[config.mk]
export PLATFORM = sky130hd
export DESIGN_NAME = serial_subtractor_ctrl_flat
export DESIGN_NICKNAME = d
export VERILOG_FILES = /design/src/rtl/serial_subtractor_ctrl_pkg.sv /design/src/rtl/serial_subtractor_ctrl_if.sv /design/src/rtl/serial_subtractor_ctrl_fs_cell.sv /design/src/rtl/serial_subtractor_ctrl.sv /design/src/flat_wrapper.sv
export SDC_FILE = /design/constraint.sdc
export NUM_CORES = 1
export LEC_CHECK = 0
export CAP_MARGIN = 20
export CORE_MARGIN = 2
export CORE_UTILIZATION = 40
export DETAILED_ROUTE_END_ITERATION = 10
export GPL_TIMING_DRIVEN = 0
export PLACE_DENSITY = 0.65
export SETUP_SLACK_MARGIN = 0.4
export SLEW_MARGIN = 20
export SYNTH_ARGS = -nofsm -noshare
export SYNTH_HDL_FRONTEND = slang
export SYNTH_SLANG_ARGS = --single-unit
export TNS_END_PERCENT = 10
[constraint.sdc]
create_clock -name clk -period 2.03 [get_ports clk]
set_input_delay 0.3045 -clock clk [delete_from_list [all_inputs] [get_ports clk]]
set_output_delay 0.3045 -clock clk [all_outputs]
set_load 0.02 [all_outputs]
[src/rtl/serial_subtractor_ctrl_pkg.sv]
// rtl/serial_subtractor_ctrl_pkg.sv - shared types and limits for the bit-serial subtractor
package sub_pkg;

  typedef enum logic [1:0] {
    IDLE = 2'd0,
    RUN  = 2'd1,
    DONE = 2'd2
  } sub_state_t;

  localparam int MAX_WIDTH = 32;

endpackage

[src/rtl/serial_subtractor_ctrl_if.sv]
// rtl/serial_subtractor_ctrl_if.sv - start/done handshake and operand/result bus
interface serial_subtractor_ctrl_if #(
  parameter int WIDTH = 8
);

  logic             start;
  logic [WIDTH-1:0] a;
  logic [WIDTH-1:0] b;
  logic             busy;
  logic             done;
  logic [WIDTH-1:0] diff;
  logic             borrow_out;

  modport master (
    output start, a, b,
    input  busy, done, diff, borrow_out
  );

  modport slave (
    input  start, a, b,
    output busy, done, diff, borrow_out
  );

endinterface

[src/rtl/serial_subtractor_ctrl_fs_cell.sv]
// rtl/serial_subtractor_ctrl_fs_cell.sv - 1-bit combinational full subtractor cell
module fs_cell (
  input  logic x,
  input  logic y,
  input  logic bin,
  output logic d,
  output logic bo
);

  assign d  = x ^ y ^ bin;
  assign bo = (~x & y) | (~(x ^ y) & bin);

endmodule

[src/rtl/serial_subtractor_ctrl.sv]
// rtl/serial_subtractor_ctrl.sv - sequences fs_cell over WIDTH cycles, LSB first, to compute a - b
module serial_subtractor_ctrl
  import sub_pkg::*;
#(
  parameter int WIDTH = 8
) (
  input  logic                    clk,
  input  logic                    rst,
  serial_subtractor_ctrl_if.slave bus
);

  localparam int            CW   = (WIDTH > 1) ? $clog2(WIDTH) : 1;
  localparam logic [CW-1:0] LAST = CW'(WIDTH - 1);

  sub_state_t       state_q, state_d;
  logic [WIDTH-1:0] sa_q, sa_d;
  logic [WIDTH-1:0] sb_q, sb_d;
  logic [WIDTH-1:0] sd_q, sd_d;
  logic             br_q, br_d;
  logic [CW-1:0]    cnt_q, cnt_d;

  logic cell_d;
  logic cell_bo;

  fs_cell u_fs_cell (
    .x   (sa_q[0]),
    .y   (sb_q[0]),
    .bin (br_q),
    .d   (cell_d),
    .bo  (cell_bo)
  );

  always_comb begin
    state_d = state_q;
    sa_d    = sa_q;
    sb_d    = sb_q;
    sd_d    = sd_q;
    br_d    = br_q;
    cnt_d   = cnt_q;
    case (state_q)
      IDLE: begin
        if (bus.start) begin
          state_d = RUN;
          sa_d    = bus.a;
          sb_d    = bus.b;
          sd_d    = '0;
          br_d    = 1'b0;
          cnt_d   = '0;
        end
      end
      RUN: begin
        sa_d = {1'b0, sa_q[WIDTH-1:1]};
        sb_d = {1'b0, sb_q[WIDTH-1:1]};
        sd_d = {cell_d, sd_q[WIDTH-1:1]};
        br_d = cell_bo;
        // Counter parks on the last index so it never leaves 0..WIDTH-1.
        if (cnt_q == LAST) begin
          state_d = DONE;
        end else begin
          cnt_d = cnt_q + 1'b1;
        end
      end
      DONE: begin
        state_d = IDLE;
      end
      default: begin
        state_d = IDLE;
      end
    endcase
  end

  always_ff @(posedge clk) begin
    if (rst) begin
      state_q <= IDLE;
      sa_q    <= '0;
      sb_q    <= '0;
      sd_q    <= '0;
      br_q    <= 1'b0;
      cnt_q   <= '0;
    end else begin
      state_q <= state_d;
      sa_q    <= sa_d;
      sb_q    <= sb_d;
      sd_q    <= sd_d;
      br_q    <= br_d;
      cnt_q   <= cnt_d;
    end
  end

  assign bus.busy       = (state_q != IDLE);
  assign bus.done       = (state_q == DONE);
  assign bus.diff       = sd_q;
  assign bus.borrow_out = br_q;

endmodule

[src/flat_wrapper.sv]
// flat-port wrapper written by rule: the top's interface ports become plain ports
module serial_subtractor_ctrl_flat import sub_pkg::*;
#(
  parameter int WIDTH = 8
)
  (clk, rst, bus_start, bus_a, bus_b, bus_busy, bus_done, bus_diff, bus_borrow_out);
  serial_subtractor_ctrl_if #(.WIDTH(WIDTH)) bus_i ();
  input  logic clk;
  input  logic rst;
  input wire logic [$bits(bus_i.start)-1:0] bus_start;
  input wire logic [$bits(bus_i.a)-1:0] bus_a;
  input wire logic [$bits(bus_i.b)-1:0] bus_b;
  output wire logic [$bits(bus_i.busy)-1:0] bus_busy;
  output wire logic [$bits(bus_i.done)-1:0] bus_done;
  output wire logic [$bits(bus_i.diff)-1:0] bus_diff;
  output wire logic [$bits(bus_i.borrow_out)-1:0] bus_borrow_out;
  assign bus_i.start = bus_start;
  assign bus_i.a = bus_a;
  assign bus_i.b = bus_b;
  assign bus_busy = bus_i.busy;
  assign bus_done = bus_i.done;
  assign bus_diff = bus_i.diff;
  assign bus_borrow_out = bus_i.borrow_out;
  serial_subtractor_ctrl #(.WIDTH(WIDTH)) u_core (.clk(clk), .rst(rst), .bus(bus_i));
endmodule
* Word-level counts from Yosys, hierarchy flattened
Cells that the tools add are included.
** Storage, ports and cells
- Register bits after elaboration :: 30
- Output and inout port bits :: 11
** Cells by class
- Equal/unequal tests :: 6
- Reduce and logical (&&, ||, !) cells :: 6
- Add/sub/neg operators :: 1
- Muxes and demuxes :: 14
- Bitwise operators :: 7
** Operator list (count)
- one-hot mux 8 bit (2 select lines) :: 3
- 2-to-1 mux 8 bit :: 3
- 2-to-1 mux 3 bit :: 2
- one-hot mux 3 bit (2 select lines) :: 1
- 2-to-1 mux 2 bit :: 2
- != test 2 bit, second input constant :: 2
- one-hot mux 2 bit (2 select lines) :: 1
- AND reduction 2 bit :: 2
- nonzero test 2 bit :: 2
- adder 3 x 1 -> 3 bit, second input constant :: 1
- equality test 3 bit, second input constant :: 1
- AND reduction 3 bit :: 1
- AND 1 bit :: 2
- equality test 2 x 1 -> 1 bit, second input constant :: 1
- equality test 2 bit, second input constant :: 1
- zero test 2 bit :: 1
- != test 2 x 1 -> 1 bit, second input constant :: 1
- inverter 1 bit :: 2
- one-hot mux 1 bit (2 select lines) :: 1
- bitwise XOR 1 bit :: 2
- 2-to-1 mux 1 bit :: 1
- OR 1 bit :: 1

* Longest topological paths before layout
Gate-level depths: netlist of run 1.
- Depth in word-level cells :: 5
- Depth in mapped cells :: 5
- Depth with buffers taken out :: 5

* Modules after synthesis
Synthesis of run 1 repeated with hierarchy kept, for this count alone.
** Unflattened totals
- Cells, all modules :: 137
- Area, all modules :: 1315.0 sq um
** Modules (own cells, without submodules)
- serial_subtractor_ctrl :: instances 1, seq. area each 600.6 sq um, cells an instance 133, area each 1283.7 sq um
- fs_cell :: instances 1, seq. area each 0.0 sq um, cells an instance 4, area each 31.3 sq um

* Least setup slack after synthesis of run 1
Ideal clock, no wire load.
- Path kind :: register to register
- From :: register u_core.br_q, in the netlist u_core.bus.borrow_out
- To :: register u_core.sd_q[7], in the netlist u_core.bus.diff[7]
- Cell stages (with the launch flop) :: 5
- Setup time :: 128 ps
- Clock period less this slack :: 1265 ps
- Setup slack :: 765 ps
- Arrival time :: 1137 ps
- Cell sequence :: dfxtp_1 -> fa_1 -> inv_1 -> a22oi_1 -> nor2_1
** Between the ends
- Word-level cells in the longest chain between the ends :: 2
** Ends and longest elaborated chain
- start, declared :: line serial_subtractor_ctrl.sv:19 : logic br_q, br_d;
- start signal, assigned :: line serial_subtractor_ctrl.sv:85 : br_q <= br_d;
- bitwise XOR 1 bit :: line serial_subtractor_ctrl_fs_cell.sv:10 : assign d = x ^ y ^ bin;
- one-hot mux 8 bit (2 select lines) :: line serial_subtractor_ctrl.sv:40 : case (state_q)
- end signal, assigned :: line serial_subtractor_ctrl.sv:77 : sd_q <= '0;
- end signal, assigned :: line serial_subtractor_ctrl.sv:84 : sd_q <= sd_d;
- end, declared :: line serial_subtractor_ctrl.sv:18 : logic [WIDTH-1:0] sd_q, sd_d;
No other way between the ends.
A chain may end at the register's enable or synchronous reset.

* Worst setup path in the final report of run 1
- From :: register u_core.state_q[0]
- To :: output port bus_busy
** Between the ends
- Word-level cells in the longest chain between the ends :: 1
** Ends and longest elaborated chain
- start, declared :: line serial_subtractor_ctrl.sv:15 : sub_state_t state_q, state_d;
- start signal, assigned :: line serial_subtractor_ctrl.sv:81 : state_q <= state_d;
- nonzero test 2 bit :: line serial_subtractor_ctrl.sv:90 : assign bus.busy = (state_q != IDLE);
- end, declared :: line flat_wrapper.sv:13 : output wire logic [$bits(bus_i.busy)-1:0] bus_busy;
No other way between the ends.

==> metrics, run 1 <==
Non-Filler Instances=218; final instance area=1780 um^2; Main synth FF type=dfxtp_1; Die Area=3750 um^2; clk buf depth=2; DP Cell Count=208; Detailed Place HPWL=2.04 mm; row cnt=20; wire length per cell=13.1 um; overall routed net length=2.85 mm; post-layout min period=1.65 ns; First-pass DRT Iterations=4; crit path max fanout=10; ANT cells=0; Finish-stage setup viols=0; Die Wd=61.3 um; Final nets=195; Net Count, Synth=158; CTS tree=yes; Boundary Pins=30; Synth Cell Area=1310 um^2; vias in the first global route=1090; Tot Pwr=1.46 mW; Slew HR=0.684; Initial Util=0.426; Worst-path clk slew=0.10 ns; leakage=0.699 nW; Yosys warnings=0; asr flop ratio synth=0; core area=3080 um^2; gp weighted congestion=0.708; crit path DAT=1.35 ns; Setup crit end kind=primary output; DR vias/cell=5.13; clk sinks=30; clk_skew=0.0103 ns; H-tree depth=2; Global Route Usage Sum=0.178; synthesized flop and latch total=30; Hold Fails Final Rpt=0; Die Y=61.3 um; Slew @ Worst Pin=0.474 ns; clk_lat worst skew=0.33 ns; Avg Inst Size Synth=9.64 um^2; WS Path Type=reg2out; Critical Path Source Type=flip-flop; max cap viols=0; maximum resistive drop on vdd=0.000727 V; layout cells sized above 1=0.138; area grow syn2layout=35.5%; CTS Buf Count=5; # DRC=0; Starting DRT DRC Count=33; Crit path required time=1.73 ns; register area share after synthesis=0.458; Unique masters post-synth=25; RSZ-0062 raised after global routing=yes; clock root cell=clkbuf_4; Port Buffers=28; final antenna-violating net count=0; status=finished clean; EDFF count, synth=0; worst hold path type=in2reg; Syn Inst Count=136; total number of vias=1118; Final Max Slew Viols=0; final setup TNS=0 ns; first-pass GRT wire length=4.67 mm; Max Clock Freq=0.605 GHz; initial antenna violation count=0; placed cell area=1650 um^2; largest net degree at the start of global routing=11; Final Cycle Share=0.814; Power Dens Cells=824 nW/um^2; grt ovf=0
report_power, final:
group | leakage (nW) | internal (mW) | total [mW] | switching [mW]
combinational | 0.394 | 0.103 | 0.192 | 0.0893
sequential | 0.246 | 0.622 | 0.641 | 0.0192
clock | 0.0585 | 0.417 | 0.630 | 0.213
total | 0.699 | 1.14 | 1.46 | 0.321
registers in the layout, summed over array words and instances (netlist names):
signal,cells
u_core.bus.diff,8
u_core.sa_q,8
u_core.sb_q,8
u_core.cnt_q,3
u_core.state_q,2
u_core.bus.borrow_out,1
path summary, 6_finish.rpt:
kind                                                startpoint  slack [ns]  cells past startpoint                               to
worst max-delay path            u_core.state_q[0]$_SDFFE_PP0P_        0.38                      4                         bus_busy
worst min-delay path                                       rst        0.33                      2  u_core.bus.diff[3]$_SDFFE_PP0P_
worst max register to register  u_core.state_q[0]$_SDFFE_PP0P_        0.71                      5      u_core.sb_q[3]$_SDFFE_PP0P_
worst min register to register     u_core.sb_q[7]$_SDFFE_PP0P_        0.49                      2      u_core.sb_q[7]$_SDFFE_PP0P_
metrics by stage:
stage	hold slack [ns]	setup slack, ns	util
after floorplan	0.454	0.765	-
after detailed placement	0.481	0.257	0.535
after CTS	0.316	0.363	0.579
final	0.327	0.378	0.577
after global routing	0.337	0.298	0.577
after global placement	0.468	0.270	0.535
per-layer routing:
metal / global-route usage / wire length (um)
met1: 0.192 / 1220
met2: 0.307 / 1490
met3: 0.0819 / 121
met4: 0.0652 / 19
met5: 0 / 0
layout by cell type (no fill, tap or decap):
cell type / n
clkbuf_8: 1
fa_1: 1
nand4bb_1: 2
inv_1: 3
clkbuf_4: 5
mux2i_1: 15
nor2b_1: 2
a31oi_1: 3
buf_6: 6
o21ai_0: 2
ha_1: 2
nand2_1: 3
nor3_1: 1
dfxtp_2: 1
bufinv_16: 2
clkbuf_2: 1
nor2_1: 25
clkdlybuf4s50_1: 25
clkbuf_1: 3
a21oi_1: 3
dlygate4sd2_1: 1
nor4b_1: 1
dfxtp_1: 29
nand3_1: 4
buf_2: 3
buf_4: 3
nor3b_1: 1
o21bai_1: 1
or2_2: 1
a211oi_1: 14
o21ba_2: 1
a22oi_1: 9
timing repair:
action | CTS | global route
pin swaps | 0 | 0
hold buffers | 0 | 0
endpoints found under the setup margin | 8 | 10
buffers inserted | 2 | 0
gates resized for setup | 12 | 1
synth_stat cells (2+ instances only):
library cell | number | share of area
o21ai_0 | 2 | 0.0076
inv_1 | 3 | 0.0086
nand4bb_1 | 2 | 0.017
buf_4 | 3 | 0.017
buf_2 | 3 | 0.011
a22oi_1 | 9 | 0.052
ha_1 | 2 | 0.019
nor2_1 | 25 | 0.072
nand3_1 | 4 | 0.015
a211oi_1 | 14 | 0.080
nor2b_1 | 2 | 0.0095
mux2i_1 | 15 | 0.11
clkbuf_1 | 3 | 0.0086
nand2_1 | 3 | 0.0086
dfxtp_1 | 30 | 0.46
a21oi_1 | 3 | 0.011
buf_6 | 3 | 0.026
a31oi_1 | 3 | 0.014
area by class of cell:
cell class | instances | area [um^2]
clock inverter | 2 | 60.1
sequential | 30 | 602
multi-input combinational | 91 | 617
timing repair buffer | 30 | 290
inverter | 3 | 11.3
fill | 281 | 1300
buffer | 12 | 90.1
tap | 44 | 55.1
clock buffer | 6 | 51.3
logic make-up (layout without fill, tap and decap cells):
logic type,after synthesis,after routing,synth area share
adders and majority gates,3,3,0.0343
muxes,15,15,0.115
buffers and inverters,15,53,0.0716
and+or+nand+nor,40,40,0.143
DFF,30,30,0.458
AOI/OAI and AO/OA,33,33,0.178
critical path: stages (launching register included):
cell and delay, ns:
dfxtp_2 0.34, buf_6 0.14, buf_6 0.11, or2_2 0.29, buf_6 0.13
No activity file was read; power rests on OpenSTA's default activity.
==> inputs of run 2 (changes only) <==
clock period = 1.7 ns   (was 2.03 ns; I/O delays follow)
==> metrics, run 2 (synthesized netlist as in run 1, its figures left out) <==
status=finished clean; Port Buffers=28 (unchanged); maximum resistive drop on vdd=0.000865 V (+19%); wire length per cell=13.7 um (+4.8%); Die Wd=61.3 um (unchanged); Worst-path clk slew=0.10 ns (about the same); Boundary Pins=30 (unchanged); core area=3080 um^2 (unchanged); Final nets=196 (+0.51%); # DRC=0 (unchanged); final antenna-violating net count=0 (unchanged); total number of vias=1138 (+1.8%); Slew @ Worst Pin=0.477 ns (+0.00311 ns); Die Y=61.3 um (unchanged); CTS tree=yes; clk buf depth=2 (unchanged); Die Area=3750 um^2 (unchanged); Slew HR=0.682 (-0.00208); final setup TNS=0 ns (unchanged); RSZ-0062 raised after global routing=yes; max cap viols=0 (unchanged); clk sinks=30 (unchanged); worst r2r path cells=5 (unchanged); crit path max fanout=3 (-7); Max Clock Freq=0.670 GHz; commonest non-fill, non-tap cell in the layout=dfxtp_1; first-pass GRT wire length=4.69 mm (+0.45%); Power Dens Cells=971 nW/um^2 (+18%); post-layout min period=1.49 ns; Non-Filler Instances=219 (+0.46%); H-tree depth=2 (unchanged); leakage=0.746 nW (+6.8%); clk_skew=0.0125 ns (+0.00217 ns); Hold Buf Count CTS=0 (unchanged); Crit path required time=1.44 ns (-0.29 ns); overall routed net length=3.00 mm (+5.3%); pre-CTS WS=-0.0233 ns (-0.281 ns); final instance area=1810 um^2 (+2.0%); Starting DRT DRC Count=55 (+67%); initial antenna violation count=0 (unchanged); worst hold path type=in2reg; Critical Path Source Type=flip-flop; Detailed Place HPWL=2.04 mm (unchanged); CTS Buf Count=5 (unchanged); Final Max Slew Viols=0 (unchanged); Fin Hold WS=0.273 ns (-0.0544 ns); post-route setup slack=0.207 ns (-0.171 ns); DP Cell Count=208 (unchanged); Worst Hold Path Cells=2 (unchanged); Finish-stage setup viols=0 (unchanged); area grow syn2layout=38.3%; grt ovf=0 (unchanged); most frequent cells in the layout=dfxtp_1, nor2_1, clkdlybuf4s50_1, mux2i_1, a211oi_1; Setup crit end kind=primary output; clk_lat worst skew=0.34 ns (about the same); placed cell area=1650 um^2 (unchanged); layout cells sized above 1=0.177 (+0.0392); vias in the first global route=1084 (-0.55%); largest net degree at the start of global routing=11 (unchanged); gp weighted congestion=0.708 (unchanged); Hold Fails Final Rpt=0 (unchanged); WS Path Type=reg2out; Initial Util=0.426 (unchanged); Final Cycle Share=0.878; row cnt=20 (unchanged); clock root cell=clkbuf_4; crit path DAT=1.24 ns (-0.11 ns); First-pass DRT Iterations=4 (unchanged); DR vias/cell=5.20 (+1.3%); Global Route Usage Sum=0.180 (+0.00131); ANT cells=0 (unchanged)
## run 2: cell types whose count changed in the layout (fill, tap and decap cells not counted), sizes merged
cell	before	now
dlygate4sd2	1	9
buf	12	14
clkbuf	10	9
clkdlybuf4s50	25	17
## run 2: through the flow
step | utilization | power (mW)
6_report | 0.589 | 1.76
5_1_grt | 0.589 | 1.85
2_1_floorplan | - | 0.920
4_1_cts | 0.580 | 1.77
3_5_place_dp | 0.535 | 1.00
3_3_place_gp | 0.535 | 0.997
## run 2: worst paths after layout
path | slack (ns) | startpoint | to
max | 0.21 | u_core.state_q[0]$_SDFFE_PP0P_ | bus_busy
min | 0.27 | rst | u_core.bus.diff[3]$_SDFFE_PP0P_
max reg2reg | 0.38 | u_core.state_q[0]$_SDFFE_PP0P_ | u_core.sb_q[3]$_SDFFE_PP0P_
min reg2reg | 0.49 | u_core.sb_q[7]$_SDFFE_PP0P_ | u_core.sb_q[7]$_SDFFE_PP0P_
## run 2: timing repair
item,CTS,global route
pin swaps,0,1
resized for setup,23,10
setup endpoints to repair,14,37
gates cloned,0,0
buffers inserted,3,0
## run 2: area by class of cell
cell class | instances | area [um^2]
Inverter | 3 | 11.3
Tap cell | 44 | 55.1
Fill cell | 280 | 1260
Clock buffer | 6 | 51.3
Buffer | 12 | 96.3
Sequential cell | 30 | 607
Multi-Input combinational cell | 91 | 644
Timing Repair Buffer | 31 | 288
Clock inverter | 2 | 60.1
## run 2: critical path, cell delays in order (launching register included)
cell     delay [ns]
dfxtp_2        0.34
buf_6          0.11
buf_6          0.10
or2_4          0.22
buf_6          0.13
## run 2: metal layers
| layer | vias up | GRT usage | share of wire |
|---|---|---|---|
| met1 | 554 | 0.190 | 0.41 |
| met5 | - | 0 | 0 |
| met3 | 5 | 0.0819 | 0.044 |
| met2 | 18 | 0.313 | 0.53 |
| li1 | 561 | - | - |
| met4 | 0 | 0.0652 | 0.015 |
## run 2: where the power goes
group | switching (mW) | leakage (nW) | internal [mW] | total [mW]
clock | 0.260 | 0.0585 | 0.498 | 0.758
combinational | 0.110 | 0.440 | 0.126 | 0.236
sequential | 0.0235 | 0.248 | 0.742 | 0.766
==> inputs of run 3 (changes only) <==
ABC_CLOCK_PERIOD_IN_PS = 1700   (was not set)
==> results of run 3 <==
Final layout, timing and power as in run 2 (identical DEF).
